**config.mk**
```make
export PLATFORM = sky130hd
export DESIGN_NAME = multicycle_control_flat
export DESIGN_NICKNAME = d
export VERILOG_FILES = /design/src/rtl/multicycle_control_if.sv /design/src/rtl/multicycle_control.sv /design/src/flat_wrapper.sv
export SDC_FILE = /design/constraint.sdc
export NUM_CORES = 1
export LEC_CHECK = 0
export BUFFER_PORTS_ARGS = -buffer_cell sky130_fd_sc_hd__buf_2
export CAP_MARGIN = 20
export CORE_MARGIN = 10
export CORE_UTILIZATION = 50
export DETAILED_ROUTE_END_ITERATION = 8
export GPL_TIMING_DRIVEN = 0
export PLACE_DENSITY = 0.78
export SLEW_MARGIN = 30
export SYNTH_ARGS = -nofsm -noshare
export SYNTH_HDL_FRONTEND = slang
export SYNTH_SLANG_ARGS = --single-unit
export TNS_END_PERCENT = 30
```
**constraint.sdc**
```tcl
create_clock -name clk -period 2.3 [get_ports clk]
set_input_delay 0.46 -clock clk [delete_from_list [all_inputs] [get_ports clk]]
set_output_delay 0.46 -clock clk [all_outputs]
set_load 0.05 [all_outputs]
```
**src/rtl/multicycle_control_if.sv**
```systemverilog
// Control bundle between the multi-cycle sequencer and the shared datapath/memory.
// The master side is the sequencer; the slave side is the datapath it steers.
interface multicycle_control_if #(
    parameter int unsigned CNT_W = 32
);
    logic [6:0]       ir_opcode;
    logic             mem_ready;
    logic             pc_write;
    logic             ir_write;
    logic             i_or_d;
    logic             mem_read;
    logic             mem_write;
    logic             mem_to_reg;
    logic             alu_src;
    logic [1:0]       alu_op;
    logic             branch;
    logic             reg_write;
    logic             illegal;
    logic             timeout;
    logic             halted;
    logic [CNT_W-1:0] instret;

    modport master (
        input  ir_opcode, mem_ready,
        output pc_write, ir_write, i_or_d, mem_read, mem_write, mem_to_reg,
               alu_src, alu_op, branch, reg_write, illegal, timeout, halted, instret
    );

    modport slave (
        output ir_opcode, mem_ready,
        input  pc_write, ir_write, i_or_d, mem_read, mem_write, mem_to_reg,
               alu_src, alu_op, branch, reg_write, illegal, timeout, halted, instret
    );
endinterface

```
**src/rtl/multicycle_control.sv**
```systemverilog
// Sequencing FSM for the multi-cycle RISC-V core: FETCH/DECODE/EXEC/MEM/WB over a shared
// ALU and unified memory port, with memory timeout, illegal-opcode trap and retire counter.
module multicycle_control #(
    parameter int unsigned TIMEOUT_CYCLES = 255,
    parameter int unsigned TO_W           = 8,
    parameter int unsigned CNT_W          = 32
) (
    input  logic                 clk,
    input  logic                 rst_n,
    multicycle_control_if.master bus
);

    typedef enum logic [2:0] {
        S_IDLE, S_FETCH, S_DECODE, S_EXEC, S_MEM, S_WB, S_TRAP
    } state_t;

    typedef enum logic [2:0] {
        C_R, C_IALU, C_LOAD, C_STORE, C_BRANCH
    } cls_t;

    localparam logic [TO_W-1:0] TO_LAST = TO_W'(TIMEOUT_CYCLES - 1);

    state_t           state;
    cls_t             cls;
    logic [TO_W-1:0]  to_cnt;
    logic [CNT_W-1:0] instret_q;
    logic             illegal_q;
    logic             timeout_q;

    logic             dec_legal;
    cls_t             dec_cls;

    // Opcode class decode; only consumed in DECODE.
    always_comb begin
        dec_legal = 1'b1;
        dec_cls   = C_R;
        case (bus.ir_opcode[6:2])
            5'b01100: dec_cls = C_R;
            5'b00100: dec_cls = C_IALU;
            5'b00000: dec_cls = C_LOAD;
            5'b01000: dec_cls = C_STORE;
            5'b11000: dec_cls = C_BRANCH;
            default:  dec_legal = 1'b0;
        endcase
        if (bus.ir_opcode[1:0] != 2'b11) begin
            dec_legal = 1'b0;
        end
    end

    // The timeout counter is zero whenever no request is outstanding, so every
    // entry into FETCH or MEM starts a fresh budget.
    always_ff @(posedge clk or negedge rst_n) begin
        if (!rst_n) begin
            state     <= S_IDLE;
            cls       <= C_R;
            to_cnt    <= '0;
            instret_q <= '0;
            illegal_q <= 1'b0;
            timeout_q <= 1'b0;
        end else begin
            to_cnt <= '0;
            case (state)
                S_IDLE: state <= S_FETCH;
                S_FETCH: begin
                    if (bus.mem_ready) begin
                        state <= S_DECODE;
                    end else if (to_cnt == TO_LAST) begin
                        timeout_q <= 1'b1;
                        state     <= S_TRAP;
                    end else begin
                        to_cnt <= to_cnt + TO_W'(1);
                    end
                end
                S_DECODE: begin
                    if (dec_legal) begin
                        cls   <= dec_cls;
                        state <= S_EXEC;
                    end else begin
                        illegal_q <= 1'b1;
                        state     <= S_TRAP;
                    end
                end
                S_EXEC: begin
                    case (cls)
                        C_BRANCH: begin
                            state     <= S_FETCH;
                            instret_q <= instret_q + CNT_W'(1);
                        end
                        C_LOAD, C_STORE: state <= S_MEM;
                        default:         state <= S_WB;
                    endcase
                end
                S_MEM: begin
                    if (bus.mem_ready) begin
                        if (cls == C_LOAD) begin
                            state <= S_WB;
                        end else begin
                            state     <= S_FETCH;
                            instret_q <= instret_q + CNT_W'(1);
                        end
                    end else if (to_cnt == TO_LAST) begin
                        timeout_q <= 1'b1;
                        state     <= S_TRAP;
                    end else begin
                        to_cnt <= to_cnt + TO_W'(1);
                    end
                end
                S_WB: begin
                    state     <= S_FETCH;
                    instret_q <= instret_q + CNT_W'(1);
                end
                S_TRAP:  state <= S_TRAP;
                default: state <= S_TRAP;
            endcase
        end
    end

    // Datapath controls decode from state/class; only the fetch strobes look at mem_ready.
    always_comb begin
        bus.pc_write   = 1'b0;
        bus.ir_write   = 1'b0;
        bus.i_or_d     = 1'b0;
        bus.mem_read   = 1'b0;
        bus.mem_write  = 1'b0;
        bus.mem_to_reg = 1'b0;
        bus.alu_src    = 1'b0;
        bus.alu_op     = 2'b00;
        bus.branch     = 1'b0;
        bus.reg_write  = 1'b0;
        case (state)
            S_FETCH: begin
                bus.mem_read = 1'b1;
                bus.ir_write = bus.mem_ready;
                bus.pc_write = bus.mem_ready;
            end
            S_EXEC: begin
                case (cls)
                    C_R:      bus.alu_op = 2'b10;
                    C_IALU: begin
                        bus.alu_src = 1'b1;
                        bus.alu_op  = 2'b10;
                    end
                    C_BRANCH: begin
                        bus.alu_op = 2'b01;
                        bus.branch = 1'b1;
                    end
                    default:  bus.alu_src = 1'b1;
                endcase
            end
            S_MEM: begin
                bus.i_or_d    = 1'b1;
                bus.mem_read  = (cls == C_LOAD);
                bus.mem_write = (cls == C_STORE);
            end
            S_WB: begin
                bus.reg_write  = 1'b1;
                bus.mem_to_reg = (cls == C_LOAD);
            end
            default: ;
        endcase
    end

    assign bus.illegal = illegal_q;
    assign bus.timeout = timeout_q;
    assign bus.halted  = (state == S_TRAP);
    assign bus.instret = instret_q;

endmodule
```
**src/flat_wrapper.sv**
```systemverilog
// flat-port wrapper written by rule: the top's interface ports become plain ports
module multicycle_control_flat 
#(
    parameter int unsigned TIMEOUT_CYCLES = 255,
    parameter int unsigned TO_W           = 8,
    parameter int unsigned CNT_W          = 32
)
  (clk, rst_n, bus_ir_opcode, bus_mem_ready, bus_pc_write, bus_ir_write, bus_i_or_d, bus_mem_read, bus_mem_write, bus_mem_to_reg, bus_alu_src, bus_alu_op, bus_branch, bus_reg_write, bus_illegal, bus_timeout, bus_halted, bus_instret);
  multicycle_control_if #(.CNT_W(CNT_W)) bus_i ();
  input  logic clk;
  input  logic rst_n;
  input wire logic [$bits(bus_i.ir_opcode)-1:0] bus_ir_opcode;
  input wire logic [$bits(bus_i.mem_ready)-1:0] bus_mem_ready;
  output wire logic [$bits(bus_i.pc_write)-1:0] bus_pc_write;
  output wire logic [$bits(bus_i.ir_write)-1:0] bus_ir_write;
  output wire logic [$bits(bus_i.i_or_d)-1:0] bus_i_or_d;
  output wire logic [$bits(bus_i.mem_read)-1:0] bus_mem_read;
  output wire logic [$bits(bus_i.mem_write)-1:0] bus_mem_write;
  output wire logic [$bits(bus_i.mem_to_reg)-1:0] bus_mem_to_reg;
  output wire logic [$bits(bus_i.alu_src)-1:0] bus_alu_src;
  output wire logic [$bits(bus_i.alu_op)-1:0] bus_alu_op;
  output wire logic [$bits(bus_i.branch)-1:0] bus_branch;
  output wire logic [$bits(bus_i.reg_write)-1:0] bus_reg_write;
  output wire logic [$bits(bus_i.illegal)-1:0] bus_illegal;
  output wire logic [$bits(bus_i.timeout)-1:0] bus_timeout;
  output wire logic [$bits(bus_i.halted)-1:0] bus_halted;
  output wire logic [$bits(bus_i.instret)-1:0] bus_instret;
  assign bus_i.ir_opcode = bus_ir_opcode;
  assign bus_i.mem_ready = bus_mem_ready;
  assign bus_pc_write = bus_i.pc_write;
  assign bus_ir_write = bus_i.ir_write;
  assign bus_i_or_d = bus_i.i_or_d;
  assign bus_mem_read = bus_i.mem_read;
  assign bus_mem_write = bus_i.mem_write;
  assign bus_mem_to_reg = bus_i.mem_to_reg;
  assign bus_alu_src = bus_i.alu_src;
  assign bus_alu_op = bus_i.alu_op;
  assign bus_branch = bus_i.branch;
  assign bus_reg_write = bus_i.reg_write;
  assign bus_illegal = bus_i.illegal;
  assign bus_timeout = bus_i.timeout;
  assign bus_halted = bus_i.halted;
  assign bus_instret = bus_i.instret;
  multicycle_control #(.TIMEOUT_CYCLES(TIMEOUT_CYCLES), .TO_W(TO_W), .CNT_W(CNT_W)) u_core (.clk(clk), .rst_n(rst_n), .bus(bus_i));
endmodule
```
* Word level (Yosys, flattened, before mapping)
Cells that the tools add are included.
Word-level totals: register bits after elaboration 48, input bits 10, logic and storage cells 72
Cells by class: add/subtract/negate cells 2, eq/ne operators 19, mux-type cells 29, bitwise operators 2, reductions and logical operators 14
Operators by type and width (number):
- $mux 32 | 3
- $pmux 32 s3 | 1
- $add 32x1->32 const B | 1
- $mux 8 | 3
- $mux 3 | 5
- $pmux 3 s5 | 1
- $eq 3x2->1 const B | 4
- $eq 3x3->1 const B | 4
- $pmux 3 s4 | 1
- $mux 1 | 11
- $eq 5x4->1 const B | 2
- $reduce_or 2->1 | 5
- $add 8x1->8 const B | 1
- $eq 8x8->1 const B | 1
- $eq 3x1->1 const B | 2
- $logic_not 3->1 | 2
- $ne 2x2->1 const B | 3
- $pmux 3 s2 | 1
- $eq 5x3->1 const B | 1
- $eq 5x5->1 const B | 1
- $logic_not 5->1 | 1
- $reduce_or 5->1 | 1
- $pmux 2 s2 | 1
- $reduce_and 2->1 | 2
- other kinds (7) | 8

* Longest topological paths before layout
Gate-level depths: netlist (run 1).
depth in word-level cells 6, depth in mapped cells 6, mapped depth without buffers 6

* Worst setup path before layout (run 1)
No wires, ideal clock.
kind register -> output, start point register u_core.state[0], end point output bus_mem_write, arrival 1.927 ns, path slack -0.087 ns, cell stages (with the launch flop) 4, path buffers 0, cells stage by stage dfrtp_1 nand2b_1 nor2_1 and3_1
On the way: cells in the longest elaborated chain, start to end 2
Ends and longest elaborated chain:
- from (decl) | RTL line multicycle_control.sv:23 | state_t state;
- from (signal assigned) | RTL line multicycle_control.sv:54 | state <= S_IDLE;
- from (signal assigned) | RTL line multicycle_control.sv:63 | S_IDLE: state <= S_FETCH;
- from (signal assigned) | RTL line multicycle_control.sv:66 | state <= S_DECODE;
- $eq 3x3->1 | RTL line multicycle_control.sv:130 | case (state)
- $mux 1 | RTL line multicycle_control.sv:130
- to (decl) | RTL line flat_wrapper.sv:18 | output wire logic [$bits(bus_i.mem_write)-1:0] bus_mem_write;
No other way between the ends.

* Worst setup path after layout (run 1)
start point register u_core.cls[2], end point output bus_mem_read
On the way: cells in the longest elaborated chain, start to end 2
Ends and longest elaborated chain:
- from (decl) | RTL line multicycle_control.sv:24 | cls_t cls;
- from (signal assigned) | RTL line multicycle_control.sv:76 | cls <= dec_cls;
- $eq 3x2->1 | RTL line multicycle_control.sv:152 | bus.mem_read = (cls == C_LOAD);
- $pmux 1 s2 | RTL line multicycle_control.sv:130
- to (decl) | RTL line flat_wrapper.sv:17 | output wire logic [$bits(bus_i.mem_read)-1:0] bus_mem_read;
No other way between the ends.

==> flow_summary.yaml, run 1 <==
outcome:
  status: "finished, final reports clean"
global_routing:
  grt.overflow.total: 0
  grt_pass1_wl_um: 10600
  grt_pass1_vias: 2189
  antenna_found_initial: 0
  grt_max_degree: 49
  grt_usage_pct: 14.8
logic_synthesis:
  ys_async_sr_fraction_pct: 100
  synth_area_um2: 2690
  synth_nets: 268
  synth-xor-area-share_pct: 12.4
  synth_compound_area_share_pct: 16.2
  ys_seq_area_share_pct: 44.7
  synth-edff-count: 0
  synth_top_family_by_area: "simple AND/OR/NAND/NOR gates"
  synthCells: 255
  yosys_warnings: 0
  yosys.area_share.simple_pct: 19.9
  synth_fa_ha_area_share_pct: 1.40
  ys.flop_type: "dfrtp_1"
  ys_seq_elements: 48
  synthMuxAreaShare_pct: 1.68
  syn_area_per_cell_um2: 10.5
  ys_types: 43
place:
  dp_hpwl_um: 4540
  place.gp.congestion: 0.866
  io_buffers: 55
  placement.cell_area_um2: 3060
cts:
  cts_buffer_depth: 2
  cts_tree: "built"
  insertion_delay_ns: 0.30
  cts_max_level: 2
  cts_sinks: 48
  cts_buffers: 5
  ctsRootBufferMaster: "clkbuf_8"
  clk_pin_slew_ns: 0.08
  post_cts_buffers: 0
worst_setup_path:
  r2r_slack_ns: 0.29
  crit_arrival_ns: 1.72
  worstReg2RegStart: "u_core.bus.instret[0]"
  path_max_fanout: 6
  reg2reg_to: "u_core.bus.instret[26]"
  start_kind: "flop"
  required_ns: 1.84
  setup.worst_path.class: "reg -> out"
  cp-end-kind: "output port"
  r2r_cells: 5
sta:
  hold-worst-slack_ns: 0.161
  slew_violations: 0
  finalSetupViolations: 0
  fin_setup_tns_ns: 0
  fmax_ghz: 0.458
  final_hold_viol_count: 0
  maxSlewHeadroom_pct: 60.0
  rsz0062_at_grt: "false"
  fin_skew_ns: 0.00679
  worst_slew_pin_slew_ns: 0.600
  finalCritPeriodShare_pct: 94.9
  period_minus_slack_ns: 2.18
drt:
  wl_per_cell_um: 15.8
  ant_nets: 0
  post-route-drc-count: 0
  drt-initial-drc-count: 165
  via_per_inst: 5.56
  first_pass_iters: 4
  vias: 2156
  wl_um: 6110
cells_and_area:
  fin_util_pct: 60.9
  nets: 330
  design_area_um2: 3150
  diodes: 0
  area_growth_pct: 17.2
  drive_above_1_share_pct: 29.2
power:
  ir_drop_uv: 215
  power_mw: 1.40
  power.leakage_nw: 1.21
  powerDensity_nw_per_um2: 443
job:
  max_cap_violations: 0
floorplan:
  fp.dieW_um: 93.3
  coreArea_um2: 5170
  rows: 26
  dieArea_um2: 8710
  die_y_um: 93.3
  ioPinCount: 56
  start_util_pct: 52.0
min_path:
  hp-class: "in -> async"
## state kept, by name, summed over array words and instances, names as in the netlist
register	cells
u_core.bus.instret	32
u_core.to_cnt	8
u_core.cls	3
u_core.state	3
u_core.bus.illegal	1
u_core.bus.timeout	1
## synth_stat cells, types with 2 or more instances
library cell / count / share of area [%]
and3_1: 7 / 1.6
nor4_1: 3 / 0.70
dfrtp_1: 48 / 45
a2111oi_2: 13 / 7.3
nand2_1: 21 / 2.9
nand3_1: 10 / 1.9
buf_1: 3 / 0.42
nor2b_1: 3 / 0.70
ha_1: 3 / 1.4
nand2b_1: 5 / 1.2
buf_2: 4 / 0.74
nor2_1: 19 / 2.7
xor2_1: 33 / 11
mux2_2: 3 / 1.3
o211ai_1: 2 / 0.56
and4_1: 7 / 2.3
a211oi_1: 11 / 3.1
a21oi_1: 6 / 1.1
inv_1: 8 / 1.1
o21ai_0: 2 / 0.37
buf_4: 4 / 1.1
xnor2_1: 5 / 1.6
and2_1: 4 / 0.93
nand4_1: 12 / 2.8
## stage by stage
stage          worst slack, ns  std cells
3_3_place_gp             0.327        380
6_report                 0.117        388
5_1_grt                 0.0137        388
3_5_place_dp             0.307        380
4_1_cts                 0.0674        388
2_1_floorplan          -0.0157        255
## kinds of logic after synthesis
kind of cell / Yosys count
adders and majority gates: 3
and+or+nand+nor: 98
AOI/OAI and AO/OA: 43
xor gates and xnor gates: 38
muxes: 4
DFF: 48
buffers and inverters: 21
## repair_timing
action | in CTS | in global routing
gates resized for setup | 0 | 3
hold buffers | 0 | 0
endpoints found under the setup margin | 0 | 1
## critical path: stages (launching register included)
cell and delay [ns]:
dfrtp_1 0.46, or3b_1 0.44, nor2_1 0.11, nor2_1 0.05, nor2_1 0.09, buf_2 0.27
## cell usage in the layout, fill, tap and decap left out, types with 4 or more instances in the layout
| cell | instances |
|---|---|
| nand3_1 | 10 |
| buf_2 | 57 |
| a211oi_1 | 11 |
| and2_1 | 4 |
| xor2_1 | 33 |
| inv_1 | 8 |
| and3_1 | 7 |
| dfrtp_1 | 47 |
| and4_1 | 7 |
| a21oi_1 | 6 |
| nor2_1 | 18 |
| nand4_1 | 12 |
| xnor2_1 | 5 |
| nand2b_1 | 5 |
| a2111oi_2 | 13 |
| buf_4 | 5 |
| nand2_1 | 21 |
| clkbuf_8 | 6 |
## layout make-up
type / count / area, µm²
fillers: 444 / 2020
multi-input cells: 186 / 1390
flip-flops and latches: 48 / 1200
repair buffers: 55 / 280
clock buffers: 8 / 90.1
well taps: 70 / 87.6
plain buffers: 13 / 70.1
inverters: 8 / 30.0
## per-layer routing
layer / wire (µm) / track usage [%] / vias to the layer above
met3: 411 / 4.96 / 7
met1: 2770 / 19.0 / 1048
met4: 124 / 6.56 / 0
met2: 2810 / 22.1 / 47
li1: - / - / 1054
met5: 0 / 0 / -
## where the power goes
| part | switching, mW | internal, mW |
|---|---|---|
| Clock | 0.272 | 0.246 |
| Sequential | 0.000135 | 0.843 |
| Combinational | 0.0248 | 0.00948 |
| Total | 0.297 | 1.10 |
## worst max-delay path by stage
stage / startpoint / endpoint / depth (start not counted)
after floorplan: u_core.state[1] / bus_mem_to_reg / 3
after detailed placement: u_core.bus.instret[0] / u_core.bus.instret[26] / 5
final: u_core.cls[2] / bus_mem_read / 5
after global placement: u_core.bus.instret[0] / u_core.bus.instret[26] / 5
after CTS: u_core.state[2] / bus_alu_op[0] / 5
after global routing: u_core.cls[2] / bus_mem_read / 5
No activity file was read; power rests on OpenSTA's default activity.
==> run 2: changes to the inputs <==
--- a/config.mk
+++ b/config.mk
@@ -7,12 +7,12 @@
 export LEC_CHECK = 0
 export BUFFER_PORTS_ARGS = -buffer_cell sky130_fd_sc_hd__buf_2
 export CAP_MARGIN = 20
+export CELL_PAD_IN_SITES_DETAIL_PLACEMENT = 1
+export CELL_PAD_IN_SITES_GLOBAL_PLACEMENT = 2
 export CORE_MARGIN = 10
-export CORE_UTILIZATION = 50
+export CORE_UTILIZATION = 34
 export DETAILED_ROUTE_END_ITERATION = 8
-export GPL_TIMING_DRIVEN = 0
-export PLACE_DENSITY = 0.78
-export SLEW_MARGIN = 30
+export PLACE_DENSITY = 0.83
 export SYNTH_ARGS = -nofsm -noshare
 export SYNTH_HDL_FRONTEND = slang
 export SYNTH_SLANG_ARGS = --single-unit
==> run 2 against run 1 <==
Compared with the run above:
- hold slack lost 0.079 ns
- fmax shrank 1.6%
- clock skew grew 0.0032 ns
- first-iteration DRC count shrank 54%
- register-to-register slack gained 0.04 ns
- utilization shrank 19 points
- die area grew 36%
- global-route usage shrank 3.2 points
- total power grew 10%
- cell area grew 2.1%
- routed wire length grew 14%
- highest routed layer unchanged
- sequential share of layout area shrank 0.81 points
==> flow_summary.yaml, run 2 (synthesized netlist as in run 1, its figures left out) <==
outcome:
  status: "finished, final reports clean"
cells_and_area:
  final_cell_mix: "54 x buf_2, 48 x dfrtp_1, 33 x xor2_1, 21 x nand2_1, 18 x nor2_1"
  fin_util_pct: 41.6
  layout_commonest_cell: "buf_2"
  largest_register_ffs: 32
  nets: 323
  stdcell_count: 413
  drive_above_1_share_pct: 28.9
  diodes: 0
  fillers: 876
  area_growth_pct: 19.6
sta:
  maxSlewHeadroom_pct: 62.2
  final_hold_viol_count: 0
  finalSetupViolations: 0
  slew_violations: 0
  fmax_ghz: 0.451
  rsz0062_at_grt: "false"
  fin_skew_ns: 0.0100
  period_minus_slack_ns: 2.22
  finalCritPeriodShare_pct: 96.4
  worst_slew_pin_slew_ns: 0.563
drt:
  first_pass_iters: 4
  drt-initial-drc-count: 76
  post-route-drc-count: 0
  vias: 2147
  via_per_inst: 5.20
  ant_nets: 0
  wl_um: 7000
  wl_per_cell_um: 16.9
worst_setup_path:
  crit_buf_inv: 1
  start_kind: "flop"
  worst_path_largest_cell_delay_ns: 0.48
  path_max_fanout: 6
  crit_chain: "or3b_1 > nor2_1 > nor2_1 > nor2_1 > clkbuf_4"
  crit_arrival_ns: 1.76
  cp-end-kind: "output port"
  r2r_slack_ns: 0.33
  slowest_stage: "or3b_1"
  crit_top_cell: "nor2_1"
  setup.worst_path.class: "reg -> out"
  crit_family: "simple AND/OR/NAND/NOR gates"
  required_ns: 1.84
floorplan:
  die_y_um: 109
  start_util_pct: 34.8
  coreArea_um2: 7730
  fp.dieW_um: 109
  dieArea_um2: 11900
  ioPinCount: 56
  rows: 32
global_routing:
  antenna_found_initial: 0
  grt_max_degree: 32
  grt_pass1_vias: 2195
  grt.overflow.total: 0
  grt_usage_pct: 11.6
  grt_pass1_wl_um: 11300
power:
  ir_drop_uv: 203
  powerDensity_nw_per_um2: 477
  power.leakage_nw: 1.22
cts:
  cts_buffers: 5
  post_cts_buffers: 0
  cts_sinks: 48
  cts_max_level: 2
  cts_buffer_depth: 2
  ctsRootBufferMaster: "clkbuf_8"
  cts_tree: "built"
  insertion_delay_ns: 0.30
  clk_pin_slew_ns: 0.10
  hold_buffers: 0
place:
  placed_cells: 405
  place.gp.congestion: 0.792
  dp_hpwl_um: 5310
  io_buffers: 55
job:
  max_cap_violations: 0
min_path:
  hp-class: "in -> async"
run 2: layer usage:
metal / wire (µm) / share of wire [%] / global-route usage [%]
met5: 0 / 0 / 0
met4: 70 / 1.0 / 2.82
met3: 414 / 5.9 / 3.48
met2: 3130 / 45 / 17.8
met1: 3380 / 48 / 15.7
run 2: cell type report:
type                       count  area, µm²  share of cell area, %
clock buffer                   6       82.6                   2.57
clock inverter                 2       38.8                   1.21
inverter                       8       30.0                  0.934
multi-input combinational    186       1400                   43.5
sequential                    48       1200                   37.4
tap                          102        128                   3.97
timing repair buffer          61        335                   10.4
run 2: worst paths after layout:
check | from | to | depth (start not counted)
worst min-delay path | rst_n | u_core.bus.instret[21] | 1
worst max-delay path | u_core.cls[2] | bus_mem_read | 5
worst max register to register | u_core.bus.instret[0] | u_core.bus.instret[22] | 5
min in group clk | u_core.bus.timeout | u_core.bus.timeout | 1
worst min register to register | u_core.bus.timeout | u_core.bus.timeout | 1
max in group asynchronous | rst_n | u_core.bus.instret[13] | 2
run 2: power breakdown:
| group | total [mW] | switching, mW | leakage, nW | internal (mW) |
|---|---|---|---|---|
| combinational | 0.0378 | 0.0266 | 0.645 | 0.0112 |
| clock | 0.654 | 0.298 | 0.0614 | 0.356 |
| sequential | 0.843 | 0.000136 | 0.514 | 0.843 |
| total | 1.53 | 0.325 | 1.22 | 1.21 |
run 2: repair_timing:
action | in CTS | in global routing
hold endpoints to repair | 0 | 0
gates resized for setup | 0 | 1
setup endpoints to repair | 0 | 1
run 2: per-stage QoR:
stage	hold slack [ns]	setup WS (ns)	power, mW	area (µm²)	setup TNS (ns)
floorplan	0.164	-0.0157	0.866	2690	-0.0196
global placement	0.423	0.387	0.898	3090	0
detailed placement	0.430	0.314	0.899	3090	0
CTS	0.0896	0.0475	1.56	3210	0
global route	0.112	0.0155	1.59	3220	0
finish	0.0823	0.0818	1.53	3220	0
